===== src/rtl/edge_event_detector.sv =====
// Multi-channel input conditioner: synchroniser, optional debounce (EDGE_DETECT_DEBOUNCE_EN),
// registered rising/falling pulses, sticky per-channel event flags and an aggregate irq.
module edge_event_detector #(
    parameter int CHANNELS        = 8,
    parameter int SYNC_STAGES     = 2,
    parameter int DEBOUNCE_CYCLES = 16
) (
    input  logic                Clk,
    input  logic                Reset,
    input  logic [CHANNELS-1:0] signal,
    input  logic [CHANNELS-1:0] rise_en,
    input  logic [CHANNELS-1:0] fall_en,
    input  logic [CHANNELS-1:0] event_clr,
    output logic [CHANNELS-1:0] level,
    output logic [CHANNELS-1:0] rising_edge,
    output logic [CHANNELS-1:0] falling_edge,
    output logic [CHANNELS-1:0] event_pending,
    output logic                irq
);

    if (CHANNELS < 1 || SYNC_STAGES < 2 || DEBOUNCE_CYCLES < 1) begin : g_bad_params
        $error("edge_event_detector: illegal parameter combination");
    end

    logic [CHANNELS-1:0] r_sync [SYNC_STAGES];
    logic [CHANNELS-1:0] r_level;
    logic [CHANNELS-1:0] r_rise;
    logic [CHANNELS-1:0] r_fall;
    logic [CHANNELS-1:0] r_pending;
    logic                r_irq;

    logic [CHANNELS-1:0] w_s;
    logic [CHANNELS-1:0] w_level_next;
    logic [CHANNELS-1:0] w_rise_next;
    logic [CHANNELS-1:0] w_fall_next;
    logic [CHANNELS-1:0] w_pending_next;

    // NOTE: sequential state uses non-blocking assignments so every flop samples pre-edge values.
    always_ff @(posedge Clk) begin
        if (Reset) begin
            for (int st = 0; st < SYNC_STAGES; st++) begin
                r_sync[st] <= '0;
            end
        end else begin
            r_sync[0] <= signal;
            for (int st = 1; st < SYNC_STAGES; st++) begin
                r_sync[st] <= r_sync[st-1];
            end
        end
    end

    assign w_s = r_sync[SYNC_STAGES-1];

`ifdef EDGE_DETECT_DEBOUNCE_EN
    localparam int              CNT_W    = $clog2(DEBOUNCE_CYCLES + 1);
    localparam logic [CNT_W-1:0] CNT_LAST = CNT_W'(DEBOUNCE_CYCLES - 1);

    logic [CNT_W-1:0] r_cnt      [CHANNELS];
    logic [CNT_W-1:0] w_cnt_next [CHANNELS];

    // NOTE: every always_comb output gets a default first, so no path can infer a latch.
    always_comb begin
        w_level_next = r_level;
        for (int ch = 0; ch < CHANNELS; ch++) begin
            w_cnt_next[ch] = '0;
            if (w_s[ch] != r_level[ch]) begin
                if (r_cnt[ch] == CNT_LAST) begin
                    w_level_next[ch] = w_s[ch];
                end else begin
                    w_cnt_next[ch] = r_cnt[ch] + CNT_W'(1);
                end
            end
        end
    end

    always_ff @(posedge Clk) begin
        if (Reset) begin
            for (int ch = 0; ch < CHANNELS; ch++) begin
                r_cnt[ch] <= '0;
            end
        end else begin
            r_cnt <= w_cnt_next;
        end
    end
`else
    always_comb begin
        w_level_next = w_s;
    end
`endif

    // Edges and flags are derived from the next level so they appear in the same cycle as it.
    always_comb begin
        w_rise_next    = w_level_next & ~r_level;
        w_fall_next    = ~w_level_next & r_level;
        w_pending_next = (w_rise_next & rise_en) | (w_fall_next & fall_en)
                       | (r_pending & ~event_clr);
    end

    always_ff @(posedge Clk) begin
        if (Reset) begin
            r_level   <= '0;
            r_rise    <= '0;
            r_fall    <= '0;
            r_pending <= '0;
            r_irq     <= 1'b0;
        end else begin
            r_level   <= w_level_next;
            r_rise    <= w_rise_next;
            r_fall    <= w_fall_next;
            r_pending <= w_pending_next;
            r_irq     <= |w_pending_next;
        end
    end

    assign level         = r_level;
    assign rising_edge   = r_rise;
    assign falling_edge  = r_fall;
    assign event_pending = r_pending;
    assign irq           = r_irq;

endmodule

===== config.mk =====
export PLATFORM = sky130hd
export DESIGN_NAME = edge_event_detector
export DESIGN_NICKNAME = d
export VERILOG_FILES = /design/src/rtl/edge_event_detector.sv
export SDC_FILE = /design/constraint.sdc
export NUM_CORES = 1
export LEC_CHECK = 0
export CELL_PAD_IN_SITES_DETAIL_PLACEMENT = 0
export CELL_PAD_IN_SITES_GLOBAL_PLACEMENT = 2
export CORE_UTILIZATION = 22
export CTS_CLUSTER_SIZE = 14
export DETAILED_ROUTE_END_ITERATION = 10
export PLACE_DENSITY = 0.72
export SETUP_SLACK_MARGIN = 0.15
export SLEW_MARGIN = 0
export SYNTH_ARGS = -nofsm -noshare
export SYNTH_HDL_FRONTEND = slang
export SYNTH_SLANG_ARGS = --single-unit
export TNS_END_PERCENT = 1

===== constraint.sdc =====
create_clock -name Clk -period 1 [get_ports Clk]
set_input_delay 0.2 -clock Clk [delete_from_list [all_inputs] [get_ports Clk]]
set_output_delay 0.2 -clock Clk [all_outputs]
set_load 0.005 [all_outputs]

# Word level (Yosys, flattened, before mapping)
# Memories as Yosys holds them, arrays and structs flattened.
# Cells that the tools add are included.
[classes]
add_sub_neg = 0
n_mul = 0
n_div = 0
magnitude_cmp = 0
n_eq_ne = 0
shift = 0
mux = 5
n_bitwise = 12
n_reduce_logical = 1
[ops]
columns = ["op", "n"]
rows = [
  ["$and 8x8->8", 5],
  ["$not 8->8", 3],
  ["$mux 8", 2],
  ["$or 8x8->8", 2],
  ["$reduce_or 8->1", 1],
  ["$mux 1", 3],
  ["$or 1x1->1", 2],
]
[word_totals]
regBits = 33
latch_bits = 0
mem_bits_rw = 16
romBits = 0
output_inout_bits = 33
wordCells = 24
n_memories = 1
[memory_table]
columns = ["name", "depth", "width", "read_ports", "rd_ports_with_merged_regs", "write_ports", "line", "rtl"]
rows = [
  ["r_sync", 2, 8, 2, 0, 2, "25", "logic [CHANNELS-1:0] r_sync [SYNC_STAGES];"],
]

# Longest topological paths before layout
[logic_depth]
word_depth = 6
depth_mapped = 4
ltp_nobuf = 4

# Worst setup path before layout
# No wires, ideal clock.
[synth_path]
path_kind = "register to register"
startpoint = "memory r_sync[1][6], in the netlist r_sync[0][14]"
endpoint = "register r_irq, in the netlist irq"
setup_time_ns = 0.136
arrival_time_ns = 0.911
required_ns = 0.864
setup_slack_ns = -0.047
path_stages_with_launch = 5
period_less_slack_ns = 1.047
cell_sequence = "dfxtp_1 > nand3b_1 > o221ai_2 > nor4_1 > a41oi_1"
[synth_rtl]
columns = ["item", "line", "rtl"]
rows = [
  ["start, declared", "25", ""],
  ["end signal, assigned", "111", "r_irq <= |w_pending_next;"],
  ["end, declared", "30", "logic r_irq;"],
]

==> key figures <==
Critical path
  – Critical Path Start: r_sync[0][14]$_SDFF_PP0_
  – CP Capture Type: register
  – Critical path, cell by cell: nand3b_1 > o221ai_2 > nor4_4 > a41oi_1
  – Reg-to-reg startpoint: r_sync[0][14]$_SDFF_PP0_
  – Crit path buf inv count: 0
  – Crit path max-delay family: simple AND/OR/NAND/NOR gates
  – Data arrival, critical path: around 1.4 ns
  – Required @ worst endpoint: roughly 1.2 ns
  – Crit Path Class: register to register
  – Worst-path fanout max: 4
  – CP Launch Type: register
  – Crit-path slowest cell: dfxtp_2
  – CP peak stage delay: around 0.36 ns

Clock network
  – CTS root buf: clkbuf_8
  – Skew-Pair Late Insertion Delay: approximately 0.30 ns
  – CTS max path bufs: 2
  – Num Clock Sinks: 49
  – H-tree levels: 2
  – CTS tree: built
  – Clock edge transition at the registers on the reported setup and hold paths: 0.09 ns
  – Num CTS Buffers: 5

Flow run
  – Max-Cap Viols: 0

Timing
  – RSZ-0062 raised after global routing: true
  – Skew final: around 0.007 ns
  – Final setup viols: 5
  – FMAX: between 800 and 900 MHz
  – Final min period: 1.201 ns
  – Number of max-slew violations in the final report: 0
  – Worst-Margin Slew: 0.3364 ns
  – Final hold vios: 0
  – Max-slew headroom: 0.7757
  – Final Cycle Share: 1.201
  – Worst setup margin: -0.2012 ns

Detailed routing
  – WL/cell: between 10 and 15 microns
  – # DRC: 0
  – TritonRoute pass-1 iters: 2
  – Via count: approximately 1300
  – Vias/cell: between 3 and 4
  – Final ANT Viol Nets: 0
  – DR iter-0 viols: 16
  – WL final: 3.328 mm

Cells and area
  – Cell area after layout: 2608 sq um
  – Nets: roughly 270
  – Finished Core Util: 0.3838
  – Layout cells sized above 1: 0.4444
  – Antenna cells: 0
  – Commonest non-fill, non-tap cells in the layout: nor2b_1, clkdlybuf4s50_1, dfxtp_2, buf_2, dfxtp_1
  – Final Instance Count excl. Fillers: 330
  – Area Overhead vs Synth: 68.61%
  – Commonest non-fill, non-tap cell in the layout: nor2b_1

Power
  – Pwr Density: around 1400 nW/um^2
  – LEAKAGE: between 1 and 1.5 nW
  – Max VDD drop: between 0.7 and 0.8 mV

Logic synthesis
  – Mapped Area: about 1500 sq um
  – Synth Register Bits: 49
  – Post-Synthesis Net Count: ~170
  – Syn avg cell area: roughly 11 sq um
  – Netlist cell types: 19
  – Share of the synthesized area in the top cell type: 0.6343
  – Sequential-to-total area share from yosys stat: 0.6343
  – Cells after synthesis: ~140
  – Yosys top cell by area: dfxtp_1
  – Ys Warns: 0
  – Top post-synthesis cells by area: dfxtp_1, nor2b_1, nand3b_1

GRT
  – First-pass GRT wire length: 5.492 mm
  – Largest net degree at the start of global routing: 28
  – Initial antenna violation count: 0
  – Total GRT Usage: 0.09714
  – Vias in the first global route: roughly 1200
  – GRT Residual Overflow: 0

Floorplan
  – Row count: 30
  – Die Y-Extent: 85.84 microns
  – Initial core utilization: 0.2276
  – Die X: between 80 and 90 microns
  – I/O Pins: 67
  – Core ar.: between 6000 and 7000 sq um
  – Die area: 7369 sq um

Place
  – Post-Place Cells: 314
  – Post-DP HPWL: around 2.4 mm
  – RePlAce Congestion: ~0.67
  – Dpl cell area: approximately 2400 sq um
  – Pre-CTS WS: -0.6023 ns
  – PortBufs: 66

Worst hold path
  – Critical hold path startpoint: Reset
  – Hold Path Class: input pin to register

Outcome
  – Failing checks: negative setup slack
  – Status: complete, but fails checks
==> stage by stage <==
step	power (W)	TNS [ns]	hold slack [ns]
final	0.003691	-0.4027	0.2742
after global routing	0.003908	-0.7747	0.2709
after CTS	0.003754	-0.7496	0.2584
after detailed placement	0.002477	-2.952	0.4204
after global placement	0.002476	-2.957	0.4189
after floorplan	0.002208	-0.03262	0.2791
==> cell type report <==
class / count / area [sq um]
clock buffers: 7 / 96.34
clock inverters: 1 / 5.005
fillers: 719 / 4187
inverters: 8 / 30.03
multi-input cells: 78 / 581.8
flip-flops and latches: 49 / 1016
well taps: 96 / 120.1
repair buffers: 91 / 758.2
==> synthesized netlist by cell type, drive strengths merged <==
| cell | n |
|---|---|
| dfxtp | 49 |
| a41oi | 1 |
| nand2 | 8 |
| a21oi | 3 |
| nor3b | 8 |
| nor2 | 3 |
| a211oi | 1 |
| o21ai | 3 |
| inv | 8 |
| nor4 | 1 |
| nand3b | 8 |
| o221ai | 5 |
| clkbuf | 1 |
| buf | 3 |
| nor2b | 37 |
==> routing by layer <==
metal  part of all wire  global-route usage  up-vias
met5                  0                   0        -
met4              0.020             0.05455        0
met3              0.077             0.03657        9
met2               0.44              0.1462       46
met1               0.46              0.1194      576
li1                   -                   -      642
==> flip-flops by register name (all words and copies together) (netlist names) <==
register       cells
r_sync            16
event_pending      8
falling_edge       8
level              8
rising_edge        8
irq                1
==> final timing paths <==
check | to | slack [ns] | cells past startpoint
max | irq$_SDFF_PP0_ | -0.20 | 4
min reg2reg | r_sync[0][11]$_SDFF_PP0_ | 0.44 | 1
max reg2reg | irq$_SDFF_PP0_ | -0.20 | 4
min | r_sync[0][4]$_SDFF_PP0_ | 0.27 | 3
==> worst min-delay path, cell delays in order <==
cell and delay, ns:
buf_2 0.11, buf_4 0.17, nor2b_1 0.05
==> kinds of logic after synthesis <==
family	count (synthesis)	synth area share
compound gates	13	0.06634
buf+inv	12	0.03964
flops	49	0.6343
simple gates	65	0.2597
==> repair_timing <==
item	CTS	global route
gates resized for setup	152	21
pin swaps	5	5
cloned	0	0
buffers inserted	8	0
hold buffers	0	0
endpoints found under the setup margin	42	47
==> where the power goes <==
part / leakage, nW / internal (W) / total, W / switching [W]
Clock: 0.0542 / 0.000625 / 0.00124 / 0.000613
Combinational: 0.646 / 0.000266 / 0.000398 / 0.000132
Sequential: 0.413 / 0.00202 / 0.00205 / 0.0000323
(Power assumes the default switching activity.)
